## config.mk

```make
export PLATFORM = sky130hd
export DESIGN_NAME = round_robin_arbiter
export DESIGN_NICKNAME = d
export VERILOG_FILES = /design/src/rtl/rr_arbiter_pkg.sv /design/src/rtl/rr_priority_picker.sv /design/src/rtl/round_robin_arbiter.sv
export SDC_FILE = /design/constraint.sdc
export NUM_CORES = 1
export LEC_CHECK = 0
export ABC_CLOCK_PERIOD_IN_PS = 7900
export CORE_MARGIN = 2
export CORE_UTILIZATION = 53
export CTS_CLUSTER_DIAMETER = 80
export DETAILED_ROUTE_END_ITERATION = 10
export HOLD_SLACK_MARGIN = 0.1
export PLACE_DENSITY_LB_ADDON = 0.3
export SYNTH_ARGS = -nofsm -noshare
export SYNTH_HDL_FRONTEND = slang
export SYNTH_HIERARCHICAL = 1
export SYNTH_SLANG_ARGS = --single-unit
export TNS_END_PERCENT = 5
```

## constraint.sdc

```tcl
create_clock -name clk -period 7.9 [get_ports clk]
set_clock_uncertainty 0.05 [all_clocks]
set_input_delay 1.58 -clock clk [delete_from_list [all_inputs] [get_ports clk]]
set_output_delay 1.58 -clock clk [all_outputs]
set_load 0.05 [all_outputs]
```

## src/rtl/rr_arbiter_pkg.sv

```systemverilog
// Shared constants and helpers for the round-robin arbiter and its priority picker.
package rr_arbiter_pkg;

    localparam int RR_DEFAULT_N = 16;

    // Pointer width for n requesters; never narrower than one bit.
    function automatic int ptr_width(input int n);
        return (n > 1) ? $clog2(n) : 1;
    endfunction

endpackage

```

## src/rtl/rr_priority_picker.sv

```systemverilog
// Combinational round-robin search: one-hot grant for the first requester at or above ptr,
// wrapping to the lowest set request when nothing at or above ptr is requesting.
module rr_priority_picker
    import rr_arbiter_pkg::*;
#(
    parameter int N  = RR_DEFAULT_N,
    parameter int PW = ptr_width(N)
) (
    input  logic [N-1:0]  req,
    input  logic [PW-1:0] ptr,
    output logic [N-1:0]  next_grant
);

    logic [N-1:0] hi_mask;
    logic [N-1:0] masked;
    logic [N-1:0] pool;

    assign hi_mask = {N{1'b1}} << ptr;
    assign masked  = req & hi_mask;
    // Requests at or above ptr win; otherwise the search wraps to the full vector.
    assign pool       = (masked != '0) ? masked : req;
    assign next_grant = pool & (~pool + N'(1));

endmodule

```

## src/rtl/round_robin_arbiter.sv

```systemverilog
// Round-robin arbiter with registered one-hot grant and rotating priority pointer.
// Optional macro RR_ARB_GRANT_HOLD_EN: current grantee keeps the grant while its request stays high.
module round_robin_arbiter
    import rr_arbiter_pkg::*;
#(
    parameter int N = RR_DEFAULT_N
) (
    input  logic         clk,
    input  logic         rst,
    input  logic [N-1:0] req,
    output logic [N-1:0] grant
);

    localparam int PW = ptr_width(N);

    logic [PW-1:0]        ptr_q;
    logic [PW-1:0]        ptr_d;
    logic [N-1:0]         grant_q;
    logic [N-1:0]         grant_d;
    logic [N-1:0]         next_grant;
    logic [PW-1:0]        ptr_adv;
    logic [PW-1:0][N-1:0] adv_mask;

    rr_priority_picker #(
        .N  (N),
        .PW (PW)
    ) u_picker (
        .req        (req),
        .ptr        (ptr_q),
        .next_grant (next_grant)
    );

    // Constant table: bit bi of (g+1) mod N for every grantee g, so the one-hot
    // grant converts straight into the next pointer value.
    for (genvar gi = 0; gi < N; gi++) begin : g_adv_row
        for (genvar bi = 0; bi < PW; bi++) begin : g_adv_bit
            assign adv_mask[bi][gi] = 1'(((gi + 1) % N) >> bi);
        end
    end

    for (genvar bi = 0; bi < PW; bi++) begin : g_ptr_adv
        assign ptr_adv[bi] = |(next_grant & adv_mask[bi]);
    end

    always_comb begin
        grant_d = next_grant;
        ptr_d   = (next_grant != '0) ? ptr_adv : ptr_q;
`ifdef RR_ARB_GRANT_HOLD_EN
        if ((grant_q & req) != '0) begin
            grant_d = grant_q;
            ptr_d   = ptr_q;
        end
`endif
    end

    always_ff @(posedge clk or negedge rst) begin
        if (!rst) begin
            grant_q <= '0;
            ptr_q   <= '0;
        end else begin
            grant_q <= grant_d;
            ptr_q   <= ptr_d;
        end
    end

    assign grant = grant_q;

endmodule

```

# --- Word level (Yosys, flattened, before mapping) ---
# Cells that the tools add are included.
# Widths: inputs -> output; s select.
classes:
  addsub: 1
  shifts: 1
  muxes: 1
  n_bitwise: 3
  reduce_logical: 6
op_table:
  columns: ["operator", "count"]
  rows:
  - ["$and 16x16->16", 2]
  - ["$reduce_bool 16->1", 2]
  - ["$reduce_or 8->1", 4]
  - ["$add 16x1->16 const B", 1]
  - ["$mux 16", 1]
  - ["$not 16->16", 1]
  - ["$shl 16x4->16 const A", 1]
word_totals:
  ff_bits: 20
  inputBits: 18
  output_inout_bits: 16
  word_cells: 14

# --- Depth between registers and ports, before layout ---
logic_depth:
  ltp_word: 8
  ltp_mapped: 13

# --- Modules after synthesis ---
# Netlist, hierarchy kept.
modules_own_cells:
  columns: ["mod", "instances", "cells_each", "area_per_inst_um2"]
  rows:
  - ["rr_priority_picker", 1, 123, 785.8]
  - ["round_robin_arbiter", 1, 42, 661.9]

# --- Worst setup path after synthesis ---
# OpenSTA, ideal clock, no wires.
synth_timing:
  path_kind: "input-to-reg"
  from: "input port req[14]"
  to: "register ptr_q[2]"
  setup_time_ps: 127
  arrival_ps: 4355
  required_time_ps: 7723
  slack_ps: 3367
  cell_stages: 11
  path_buffers: 0
  path_cell_list: "or3_1 a221oi_2 o21ai_2 nor4_4 a21oi_2 o2111ai_4 nor3b_1 or4_4 nor4_4 nand2_2 mux2_1"
synth_between:
  elab_chain_cells: 7
  elab_cells_between_ends: 8
  classes_between: "1 x add/sub; 1 x mux; 3 x bitwise; 3 x reduce/logical"
synth_lines:
  columns: ["element", "line_no", "source"]
  rows:
  - ["from (decl)", "round_robin_arbiter.sv:10", "input logic [N-1:0] req,"]
  - ["$and 16x16->16 *", "rr_priority_picker.sv:19", "assign masked = req & hi_mask;"]
  - ["$reduce_bool 16->1 *", "rr_priority_picker.sv:21", "assign pool = (masked != '0) ? masked : req;"]
  - ["$mux 16 *", "rr_priority_picker.sv:21", null]
  - ["$not 16->16", "rr_priority_picker.sv:22", "assign next_grant = pool & (~pool + N'(1));"]
  - ["$add 16x1->16", "rr_priority_picker.sv:22", null]
  - ["$and 16x16->16 *", "rr_priority_picker.sv:22", null]
  - ["named net grant_d[9]", "round_robin_arbiter.sv:19", "logic [N-1:0] grant_d;"]
  - ["$reduce_bool 16->1 *", "round_robin_arbiter.sv:47", "ptr_d = (next_grant != '0) ? ptr_adv : ptr_q;"]
  - ["to (signal assigned)", "round_robin_arbiter.sv:62", "ptr_q <= ptr_d;"]
  - ["to (decl)", "round_robin_arbiter.sv:16", "logic [PW-1:0] ptr_q;"]
# The timed path passes the listed nets; every way through them passes the cells marked *.
# A chain may end at the register's enable or synchronous reset.

# --- Worst setup path in the final report ---
layout_timing:
  from: "input port req[10]"
  to: "register ptr_q[2]"
# Same word-level chain as after synthesis.

==> flow_summary.yaml <==
timing:
  final_min_period_over_clock_period_pct: 67.14
  timing.final.setup_violations: 0
  min_period_ns: 5.304
  finalHoldViolCount: 0
  fin_hold_ws_ns: 0.8120
  grt_setup_unrepaired: "false"
  maxSlewHeadroom_pct: 41.81
  post_route_setup_tns_ns: 0
  slew_viol_final: 0
  max_slew.worst_pin.slew_ns: 0.8664
  max_clock_freq_ghz: 0.1885
clocking:
  insertion_delay_ns: 0.30
  tritoncts_clock_tree: "done"
  hold_buffers: 0
  cts_post_setup_buffers_inserted: 0
  cts_sinks: 20
  clock_tree.root_cell: "sky130_fd_sc_hd__clkbuf_4"
  clkSlewWorstSetupHoldPaths_ns: 0.10
  htree_num_levels: 1
  post_cts_resize_count: 0
  numCtsBuffers: 3
  max-clock-path-buffers: 2
yosys:
  synth-main-ff-cell: "sky130_fd_sc_hd__dfrtp_1"
  synth_cells: 165
  synthesis.nets: 183
  netlist_area_before_placement_um2: 1448
  synth_area_per_cell_um2: 8.774
  netlist_top_cells_area: "sky130_fd_sc_hd__dfrtp_1, sky130_fd_sc_hd__o21ai_0, sky130_fd_sc_hd__a21oi_1"
  synth-edff-count: 0
  seq_area_frac_synth_pct: 34.57
  cell_type_contributing_the_most_total_cell_area_after_synthesis: "sky130_fd_sc_hd__dfrtp_1"
  synth_top_area_share_pct: 34.57
  netlist-cell-type-count: 44
  synth.ff_latch_count: 20
  ys_top_cells_by_count: "sky130_fd_sc_hd__dfrtp_1, sky130_fd_sc_hd__o21ai_0, sky130_fd_sc_hd__nand2_1, sky130_fd_sc_hd__nor2_1, sky130_fd_sc_hd__a21oi_1"
  synth_warnings: 6
  most_common_cell_in_the_netlist: "sky130_fd_sc_hd__dfrtp_1"
  synthArstFlopShare_pct: 100.0
die:
  initial_cell_density_of_the_core_pct: 57.39
  placeableCoreArea_um2: 2522
  fp.dieH_um: 56.26
  top_level_ports: 34
  placement_rows: 18
  fp.dieArea_um2: 3165
  die_width_um: 56.26
route:
  finalWirelength_um: 3864
  final_antenna_net_count: 0
  route.detailed.drc: 0
  detailedRoute.firstPassIterationCount: 4
  via_per_inst: 6.600
  vias: 1485
  drtIter0Drc: 47
  wl_per_cell_um: 17.17
worst_setup_path:
  worst-path-buf-inv: 1
  cpMaxStageDelayCell: "sky130_fd_sc_hd__nor4_4"
  crit_path_start_kind: "input port"
  path_delay_family: "simple AND/OR/NAND/NOR gates"
  r2r-start: "ptr_q[1]$_DFFE_PN0P_"
  critical_path_arrival_ns: 5.45
  setup.worst_path.class: "input port to flop"
  r2r_setup_slack_ns: 3.52
  worst_ep_required_time_ns: 8.04
  end_kind: "flop"
  critical-path-max-stage-delay_ns: 0.69
  worst_r2r_path_depth: 11
  worst-path-max-fanout: 16
  worst_path_most_repeated_cell: "sky130_fd_sc_hd__nor4_4"
  timing.critical_path.cells: "clkdlybuf4s50_1 -> or3_1 -> a221oi_2 -> o21ai_2 -> nor4_4 -> a21oi_2 -> o2111ai_4 -> nor3b_1 -> or4_4 -> nor4_4 -> nand2_2 -> mux2_1"
  r2r-end: "ptr_q[2]$_DFFE_PN0P_"
global_routing:
  grt_antenna_before_repair: 0
  grt_pass1_vias: 1354
  maximum_number_of_pins_on_one_net_before_global_route_repair: 23
  grt_busiest_layer: "met2"
  global_route.usage.met1_pct: 33.09
  groute.layer.met2.usage_pct: 40.50
  use_met3_pct: 2.074
  global_route.overflow_total: 0
  grt_first_pass_wirelength_um: 6265
  grt_usage_pct: 24.70
power:
  power.density_nw_per_um2: 358.7
  share_clk_of_total_power_pct: 9.0
  p_sw_mw: 0.3345
  comb_power_share_pct: 62.5
  internal_power_mw: 0.3104
  power.static_leakage_nw: 0.7104
  swShare_pct: 51.87
  share_seq_of_total_power_pct: 28.4
  vdd.ir_drop.worst_v: 0.0002994
place:
  gp_congestion: 0.8828
  portBuffers: 33
  detailedPlacementHpwl_um: 2951
worst_hold_path:
  hold_path_depth: 2
  min-delay-start: "ptr_q[0]$_DFFE_PN0P_"
  endpoint_with_the_worst_hold_slack: "ptr_q[0]$_DFFE_PN0P_"
  hold_path_class: "flop to flop"
finish:
  register_area_um2: 500.5
  final_nets: 214
  layout-area-overhead-vs-synth_pct: 24.20
  fill_cells: 190
  total_area_of_multi_input_combinational_cells_um2: 874.6
  drive_above_1_share_pct: 10.77
  number_of_diodes: 0
outcome:
  status: "completed"
flow_run:
  maxCapViolCount: 0
cells by family after synthesis:
kind of cell / count (synthesis) / synth area share, %
multiplexers: 5 / 3.630
AO/OA/AOI/OAI: 55 / 27.83
flip-flops: 20 / 34.57
buffers and inverters: 12 / 5.013
AND/OR/NAND/NOR: 73 / 28.95
final cells by class:
| cell class | instances | share of cell area [%] |
|---|---|---|
| timing repair buffer | 33 | 18.37 |
| clock buffer | 4 | 2.018 |
| sequential | 20 | 27.84 |
| tap | 30 | 2.088 |
| multi-input combinational | 133 | 48.64 |
| inverter | 5 | 1.044 |
worst max path at each step:
stage,slack (ns),from,to,cells after the start
after floorplan,3.37,req[14],ptr_q[2]$_DFFE_PN0P_,11
after global placement,2.40,req[5],ptr_q[2]$_DFFE_PN0P_,11
after detailed placement,2.31,req[10],ptr_q[3]$_DFFE_PN0P_,12
after CTS,2.65,req[10],ptr_q[3]$_DFFE_PN0P_,12
after global routing,2.38,req[5],ptr_q[3]$_DFFE_PN0P_,11
final,2.60,req[10],ptr_q[2]$_DFFE_PN0P_,12
layer usage:
metal | part of all wire (%) | vias up
met5 | 0 | -
met4 | 2.4 | 0
met3 | 7.9 | 11
met2 | 48 | 89
met1 | 41 | 701
li1 | - | 684
power by group through the flow:
stage	combinational (mW)	clock, mW	sequential (mW)
2_1_floorplan	0.288	0	0.201
3_3_place_gp	0.389	0	0.185
3_5_place_dp	0.398	0	0.184
4_1_cts	0.399	0.0592	0.182
5_1_grt	0.433	0.0616	0.189
6_report	0.403	0.0583	0.183
placed cells by master (no fill, tap or decap), drive strengths merged, types with 3 or more instances in the layout:
cell           instances
nor2b                  3
o22ai                  4
a31oi                  3
nor3                   7
or4                    3
nand2                 16
nand3                  4
o21ai                 17
mux2i                  3
clkbuf                 4
o211ai                 3
inv                    5
a21oi                 14
dfrtp                 20
clkdlybuf4s50         33
nor3b                  5
nor4                   7
a211oi                 3
or3                    4
nand2b                 3
o21a                   3
nor2                  16
worst reg2reg max path: stages (launching register included):
cell	delay (ns)
sky130_fd_sc_hd__dfrtp_1	0.80
sky130_fd_sc_hd__inv_1	0.18
sky130_fd_sc_hd__a2111oi_0	0.40
sky130_fd_sc_hd__a311oi_1	0.15
sky130_fd_sc_hd__nor4_4	0.82
sky130_fd_sc_hd__a21oi_2	0.20
sky130_fd_sc_hd__o2111ai_4	0.31
sky130_fd_sc_hd__nor3b_1	0.14
sky130_fd_sc_hd__or4_4	0.52
sky130_fd_sc_hd__nor4_4	0.28
sky130_fd_sc_hd__nand2_2	0.10
sky130_fd_sc_hd__mux2_1	0.32
flip-flops by register name, indices dropped and copies added (netlist names):
register	cells
grant	16
ptr_q	4
per-stage QoR:
stage	instances	util (%)	instance area (um2)	power, mW	setup slack [ns]
after global routing	225	71.28	1798	0.6836	2.378
after floorplan	165	-	1448	0.4896	3.367
final	225	71.28	1798	0.6449	2.596
after global placement	221	69.84	1762	0.5739	2.397
after detailed placement	221	69.84	1762	0.5821	2.311
after CTS	225	71.28	1798	0.6401	2.655
Power figures use the tool's default switching activity.
